[src/rtl/demod_lpf_pkg.sv]
// demod_lpf_pkg: shared FSM encoding and select-width constants for the lowpass
// sequencer and the biquad engine it drives.
package demod_lpf_pkg;
   typedef enum logic [1:0] {IDLE, ISSUE, WAIT, OUT} state_e;
   localparam int NUM_CH_DEF = 4;
   localparam int NUM_STAGES_DEF = 2;
   localparam int ENG_LAT_DEF = 3;
   localparam int CNT_W = 4;
   function automatic int sel_w(input int n);
      return (n > 1) ? $clog2(n) : 1;
   endfunction
   localparam int CH_W = sel_w(NUM_CH_DEF);
   localparam int STG_W = sel_w(NUM_STAGES_DEF);
endpackage

[src/rtl/demod_lpf_rr_arb.sv]
// demod_lpf_rr_arb: combinational round-robin pick of the first pending channel
// strictly after rr_ptr, wrapping.
module demod_lpf_rr_arb #(
   parameter int NUM_CH = 4,
   parameter int CH_W = 2
) (
   input  logic [NUM_CH-1:0] pending,
   input  logic [CH_W-1:0]   rr_ptr,
   output logic [CH_W-1:0]   grant,
   output logic              any
);
   logic [CH_W:0] idx;
   // Scan farthest to nearest so the nearest pending channel overwrites the rest.
   always_comb begin
      grant = '0;
      any = 1'b0;
      idx = '0;
      for (int k = NUM_CH; k >= 1; k--) begin
         idx = {1'b0, rr_ptr} + (CH_W+1)'(k);
         idx = (idx >= (CH_W+1)'(NUM_CH)) ? idx - (CH_W+1)'(NUM_CH) : idx;
         if (pending[idx[CH_W-1:0]]) begin
            grant = idx[CH_W-1:0];
            any = 1'b1;
         end
      end
   end
endmodule

[src/rtl/demod_lpf_sched.sv]
// demod_lpf_sched: time-shares one biquad engine between NUM_CH channels, stepping
// NUM_STAGES sections per sample. DEMOD_LPF_SCHED_OVR_CNT_EN adds ovr_count/ovr_clr.
module demod_lpf_sched
   import demod_lpf_pkg::*;
#(
   parameter int NUM_CH = NUM_CH_DEF,
   parameter int NUM_STAGES = NUM_STAGES_DEF,
   parameter int ENG_LAT = ENG_LAT_DEF,
   localparam int CW = sel_w(NUM_CH),
   localparam int SW = sel_w(NUM_STAGES)
) (
   input  logic              clk,
   input  logic              reset,
   input  logic [NUM_CH-1:0] ch_strobe,
   output logic              eng_start,
   output logic              eng_load,
   output logic [CW-1:0]     eng_ch_sel,
   output logic [SW-1:0]     eng_stage_sel,
   output logic              eng_state_we,
   output logic              out_valid,
   output logic [CW-1:0]     out_ch,
   input  logic              out_ready,
   output logic              overrun,
`ifdef DEMOD_LPF_SCHED_OVR_CNT_EN
   input  logic              ovr_clr,
   output logic [15:0]       ovr_count,
`endif
   output logic              busy
);
   state_e state_q, state_d;
   logic [SW-1:0] stage_q, stage_d;
   logic [CNT_W-1:0] cnt_q, cnt_d;
   logic [CW-1:0] ch_q, ch_d, rr_q, rr_d, out_ch_q, out_ch_d, grant;
   logic [NUM_CH-1:0] pending_q, pending_d, gnt_vec;
   logic any;
   logic start_q, start_d, load_q, load_d, we_q, we_d;
   logic valid_q, valid_d, ovr_q, ovr_d, busy_q, busy_d;

   demod_lpf_rr_arb #(.NUM_CH(NUM_CH), .CH_W(CW)) u_arb (
      .pending(pending_q),
      .rr_ptr(rr_q),
      .grant(grant),
      .any(any)
   );

   always_ff @(posedge clk or negedge reset) begin
      if (!reset) begin
         state_q <= IDLE;
         stage_q <= '0;
         cnt_q <= '0;
         ch_q <= '0;
         rr_q <= CW'(NUM_CH-1);
         pending_q <= '0;
         out_ch_q <= '0;
         start_q <= 1'b0;
         load_q <= 1'b0;
         we_q <= 1'b0;
         valid_q <= 1'b0;
         ovr_q <= 1'b0;
         busy_q <= 1'b0;
      end else begin
         state_q <= state_d;
         stage_q <= stage_d;
         cnt_q <= cnt_d;
         ch_q <= ch_d;
         rr_q <= rr_d;
         pending_q <= pending_d;
         out_ch_q <= out_ch_d;
         start_q <= start_d;
         load_q <= load_d;
         we_q <= we_d;
         valid_q <= valid_d;
         ovr_q <= ovr_d;
         busy_q <= busy_d;
      end
   end

   always_comb begin
      state_d = state_q;
      stage_d = stage_q;
      cnt_d = cnt_q;
      ch_d = ch_q;
      rr_d = rr_q;
      gnt_vec = '0;
      case (state_q)
         IDLE: if (any) begin
            ch_d = grant;
            rr_d = grant;
            stage_d = '0;
            gnt_vec[grant] = 1'b1;
            state_d = ISSUE;
         end
         ISSUE: begin
            cnt_d = CNT_W'(ENG_LAT-1);
            state_d = WAIT;
         end
         WAIT: if (cnt_q != '0) cnt_d = cnt_q - 1'b1;
         else if (stage_q == SW'(NUM_STAGES-1)) state_d = OUT;
         else begin
            stage_d = stage_q + 1'b1;
            state_d = ISSUE;
         end
         OUT: state_d = out_ready ? IDLE : OUT;
         default: state_d = IDLE;
      endcase
      // A strobe arriving with its own grant re-arms the channel rather than being lost.
      pending_d = (pending_q & ~gnt_vec) | ch_strobe;
   end

   // Outputs decode the next state so every output is a plain flop.
   always_comb begin
      start_d = state_d == ISSUE;
      load_d = state_d == ISSUE && stage_d == '0;
      we_d = state_d == WAIT && cnt_d == '0;
      valid_d = state_d == OUT;
      out_ch_d = (state_d == OUT) ? ch_d : '0;
      busy_d = state_d != IDLE;
      ovr_d = |(ch_strobe & pending_q & ~gnt_vec);
   end

   assign eng_start = start_q;
   assign eng_load = load_q;
   assign eng_ch_sel = ch_q;
   assign eng_stage_sel = stage_q;
   assign eng_state_we = we_q;
   assign out_valid = valid_q;
   assign out_ch = out_ch_q;
   assign overrun = ovr_q;
   assign busy = busy_q;

`ifdef DEMOD_LPF_SCHED_OVR_CNT_EN
   logic [15:0] ovr_cnt_q, ovr_cnt_d;
   always_comb begin
      ovr_cnt_d = ovr_clr ? 16'h0 :
                  (ovr_q && ovr_cnt_q != 16'hFFFF) ? ovr_cnt_q + 16'h1 : ovr_cnt_q;
   end
   always_ff @(posedge clk or negedge reset) begin
      if (!reset) ovr_cnt_q <= '0;
      else ovr_cnt_q <= ovr_cnt_d;
   end
   assign ovr_count = ovr_cnt_q;
`endif
endmodule
[config.mk]
export PLATFORM = sky130hd
export DESIGN_NAME = demod_lpf_sched
export DESIGN_NICKNAME = d
export VERILOG_FILES = /design/src/rtl/demod_lpf_pkg.sv /design/src/rtl/demod_lpf_rr_arb.sv /design/src/rtl/demod_lpf_sched.sv
export SDC_FILE = /design/constraint.sdc
export NUM_CORES = 1
export LEC_CHECK = 0
export CAP_MARGIN = 30
export CORE_MARGIN = 2
export CORE_UTILIZATION = 35
export CTS_BUF_LIST = sky130_fd_sc_hd__clkbuf_4 sky130_fd_sc_hd__clkbuf_8 sky130_fd_sc_hd__clkbuf_16
export CTS_CLUSTER_SIZE = 12
export DETAILED_ROUTE_END_ITERATION = 10
export SETUP_SLACK_MARGIN = 0.5
export SYNTH_ARGS = -nofsm -noshare
export SYNTH_HDL_FRONTEND = slang
export SYNTH_HIERARCHICAL = 1
export SYNTH_SLANG_ARGS = --single-unit
export TNS_END_PERCENT = 1
[constraint.sdc]
create_clock -name clk -period 5.3 [get_ports clk]
set_clock_uncertainty 0.1 [all_clocks]
set_input_delay 1.59 -clock clk [delete_from_list [all_inputs] [get_ports clk]]
set_output_delay 1.59 -clock clk [all_outputs]
set_load 0.005 [all_outputs]
* After elaboration in Yosys (flattened, before gate mapping)
Cells that the tools add are included.
** Word-level totals
- Bits in registers :: 23
- Input bits :: 7
- Output and inout port bits :: 11
- Logic and storage cells :: 92
** Operators by class
- Add/sub/neg operators :: 10
- Order comparisons :: 10
- Equality and inequality tests :: 6
- Mux-type cells :: 38
- Bitwise gates (word level) :: 6
- Reductions and logical operators :: 9
** Operator list (count)
- $mux 2 :: 15
- $lt 2x3->1 const B :: 5
- $and 4x4->4 :: 3
- $ge 3x3->1 const B :: 4
- $mux 1 :: 12
- $mux 4 :: 3
- $bmux 1 s2 :: 4
- $eq 2x2->1 const B :: 4
- $pmux 2 s4 :: 1
- $pmux 4 s2 :: 1
- $sub 2x1->2 const B :: 4
- $add 2x2->3 const B :: 2
- $eq 2x1->1 const B :: 2
- $logic_not 4->1 :: 1
- $not 4->4 :: 1
- $or 4x4->4 :: 1
- $reduce_bool 4->1 :: 1
- $reduce_or 4->1 :: 1
- $sub 4x1->4 const B :: 1
- $add 2x1->3 const B :: 1
- $add 2x3->3 const B :: 1
- $logic_and 1x1->1 :: 3
- $demux 1 s2 :: 1
- $ge 2x1->1 const B :: 1
- other kinds (6) :: 6

* Depth between registers and ports, before layout
- Depth after elaboration :: 18
- Gate-level depth with buffers :: 7

* Modules after synthesis
The synthesis kept the hierarchy.
** By module, submodules not included
- demod_lpf_sched :: instances 1, cells each 95, area an instance 1056.0 um^2, sequential area each 578.1 um^2
- demod_lpf_rr_arb :: instances 1, cells each 14, area an instance 91.3 um^2, sequential area each 0.0 um^2

* Worst setup path before layout
OpenSTA, ideal clock, no wires.
- Path type :: input port to flip-flop
- From :: input port out_ready
- To :: register out_ch_q[1] (netlist: out_ch[1])
- Library setup time :: 0.077 ns
- Data arrival time :: 2.529 ns
- Path slack :: 2.594 ns
- Cell stages on the path :: 5
- Cell sequence :: nor2b_1 nor3_1 a211o_1 nand2b_1 a21oi_1
** On the way
- Cells in the longest elaborated chain, start to end :: 4
** Ends and longest elaborated chain
- from (decl) :: line demod_lpf_sched.sv:22 : input logic out_ready,
- $mux 2 :: line demod_lpf_sched.sv:103 : OUT: state_d = out_ready ? IDLE : OUT;
- $pmux 2 s4 :: line demod_lpf_sched.sv:85 : case (state_q)
- $eq 2x2->1 :: line demod_lpf_sched.sv:116 : out_ch_d = (state_d == OUT) ? ch_d : '0;
- $mux 2 :: line demod_lpf_sched.sv:116
- net out_ch_d[1] :: line demod_lpf_sched.sv:33 : logic [CW-1:0] ch_q, ch_d, rr_q, rr_d, out_ch_q, out_ch_d, grant;
- to (signal assigned) :: line demod_lpf_sched.sv:68 : out_ch_q <= out_ch_d;
- to (decl) :: line demod_lpf_sched.sv:33
The timed path passes the listed nets, and every way through them passes these cells.
A chain may end at the register's enable or synchronous reset.

* Final worst setup path
- From :: register stage_q (netlist: eng_stage_sel)
- To :: output port eng_stage_sel
** RTL lines
- from (decl) :: line demod_lpf_sched.sv:31 : logic [SW-1:0] stage_q, stage_d;
- from (signal assigned) :: line demod_lpf_sched.sv:63 : stage_q <= stage_d;
- to (decl) :: line demod_lpf_sched.sv:18 : output logic [SW-1:0] eng_stage_sel,
No word-level cell between the ends.

==> metrics <==
HPWL Detailed=between 1500 and 2000 µm; reg-to-reg critical path startpoint=cnt_q[0]$_DFF_PN0_; PwrDens=approximately 630 nW/µm²; average size of a mapped cell=approximately 11 µm²; first-pass GRT wire length=between 3000 and 4000 µm; Max Cap Viol=0; most common cell after layout, fill and taps aside=dfrtp_1; CP arrival=about 1.2 ns; crit-path max cell delay=about 0.52 ns; Mapped Nets=121; worst flop-to-flop path endpoint=eng_state_we$_DFF_PN0_; Fmax=342 MHz; number of global-route vias before repair=approximately 900; worst hold path endpoint=rr_q[1]$_DFFE_PN1P_; Final Slew Violations=0; routed via count=around 900; commonest cells after routing, fill and taps aside=21 x dfrtp_1, 17 x clkdlybuf4s50_1, 10 x inv_1; Final #Nets=between 100 and 150; top cells by area, synth=dfrtp_1 46%, ha_1 5.5%, dfstp_2 4.6%; row count=20; Post-Layout Cell Count=between 150 and 200; crit-path cells=clkdlybuf4s50_1; Crit Path Max Fanout=4; utilization after layout=a little under half; DRT Pass-1 Iters=4; Mapped Cells=109; Total Power=894 µW; CTS root buf=clkbuf_4; Tightest Hold Check Type=reg2reg; # IOs=18; Num CTS Buffers=3; Final setup viols=0; Req. time, crit path=~3.6 ns; RSZ-0062 raised after global routing=false; Worst setup SP type=register; count of final hold-check violations=0; Core ar.=about 3100 µm²; Initial DRC Count=48; critical path's top delay family=buffers and inverters; number of enable flip-flop cells after synthesis=0; Synthesis Warnings=6; share of power burned in registers=between 30% and 40%; grt total ovfl=0; register bit total from synthesis=23; Worst Hold Launch=rr_q[1]$_DFFE_PN1P_; Switching Share=between 40% and 50%; Clk pwr share=under 10%; combinational power share=between 50% and 60%; unique cell type count in the Yosys netlist=37; post-cts hold buffer count=0; Synth area leader=dfrtp_1; outcome=finished, final reports clean; H-tree depth=1; WHS Path Cells=2; Vias per Instance=a little over 5; ys async rst share=100%; die height=61.3 µm; Area growth, synth to finish=23.3%; total wire length=2270 µm; Slew Limit Headroom=between 60% and 70%; Clk pin slew, worst setup/hold paths=between 0.1 and 0.15 ns; Starting Density=between 30% and 40%; CTS resizes=0; Worst Tran Pin Value=~0.53 ns; setup tns final=0 ns; Yosys top cell area share=45.8%; CTS sink cnt=23; initial antenna violation count=0; Inserted Diodes=0; GRT Overall Usage=between 10% and 20%; Crit Path Category=reg2out; largest net degree at the start of global routing=14; fin crit share=a little under three fifths; internal power=524 µW; ys flop type=dfrtp_1; Worst VDD drop=about 0.28 mV; die extent in x=slightly above 60 µm; routed length per placed instance=13.0 µm; CP Launch Point=eng_stage_sel$_DFF_PN0_; CP max stage cell=clkdlybuf4s50_1; R2R Setup Slk=approximately 3.1 ns; mapped cell area=between 1000 and 1500 µm²; R2R depth=7; Buf/Inv on CP=1; dpl cells=171; drt drc=0; Setup Fix Bufs, Post-CTS=0; Min Clock Period, post-route=roughly 2.9 ns; Seq/Total Area, Yosys=50.4%; die area=3750 µm²; worst skew pair latency=between 0.3 and 0.4 ns; CTS max path bufs=2; leakage power=~0.00062 µW; GPL Wtd Cong=0.822; fraction of layout cells with a size suffix above 1=10.7%; post-route ant nets=0; Psw=about 370 µW; Setup crit end kind=output port; CTS tree=done; IO buf count=17
[worst max path at each step]
stage / end / depth (start not counted)
5_1_grt: eng_stage_sel / 1
3_5_place_dp: out_ch[1]$_DFF_PN0_ / 6
2_1_floorplan: out_ch[1]$_DFF_PN0_ / 5
3_3_place_gp: out_ch[1]$_DFF_PN0_ / 6
4_1_cts: eng_stage_sel / 1
6_report: eng_stage_sel / 1
[state kept, by name, summed over array words and instances (netlist names)]
signal / count
busy: 1
cnt_q: 4
out_valid: 1
pending_q: 4
eng_state_we: 1
eng_load: 1
eng_ch_sel: 2
eng_start: 1
overrun: 1
state_q: 2
eng_stage_sel: 1
rr_q: 2
out_ch: 2
[per-layer routing]
| metal | up-vias | routed length [µm] | GRT usage, % |
|---|---|---|---|
| li1 | 436 | - | - |
| met1 | 437 | 1040 | 18.8 |
| met2 | 26 | 1100 | 22.5 |
| met3 | 2 | 120 | 3.78 |
| met4 | 0 | 9 | 3.73 |
| met5 | - | 0 | 0 |
[power groups by stage]
stage / clock network (µW) / logic, µW / registers, µW
floorplan: 0 / 340 / 316
global placement: 0 / 481 / 325
detailed placement: 0 / 491 / 328
CTS: 87.1 / 496 / 323
global route: 93.8 / 551 / 336
finish: 79.8 / 491 / 324
[cells in the mapped netlist, types with 2 or more instances]
master    count
nand2_1       9
inv_1        10
nor2_1        6
and3_1        2
a21oi_1       5
ha_1          5
nor4_1        3
nor2b_1       4
nor3_1        4
dfstp_2       2
o21ai_0       4
a21o_1        5
nand2b_1      6
dfrtp_1      21
[cells by family after synthesis]
kind of cell,share of synthesized area [%]
AO/OA/AOI/OAI,19.1
buffers and inverters,3.27
adder cells (fa/ha/maj),5.45
flip-flops,50.4
AND/OR/NAND/NOR,20.9
multiplexers,0.872
[cell type report]
type | instances | area [µm²]
Sequential cell | 23 | 578
Inverter | 10 | 37.5
Clock inverter | 1 | 5.00
Fill cell | 294 | 1660
Tap cell | 44 | 55.1
Timing Repair Buffer | 18 | 185
Clock buffer | 3 | 22.5
Multi-Input combinational cell | 76 | 532
[through the flow]
stage,setup WS (ns),area [µm²],hold WS [ns]
CTS,2.36,1420,0.433
global route,2.31,1420,0.451
finish,2.37,1420,0.423
floorplan,2.59,1150,0.373
detailed placement,2.06,1390,0.405
global placement,2.10,1370,0.394
Note: power is estimated with default switching activity, not from simulation.
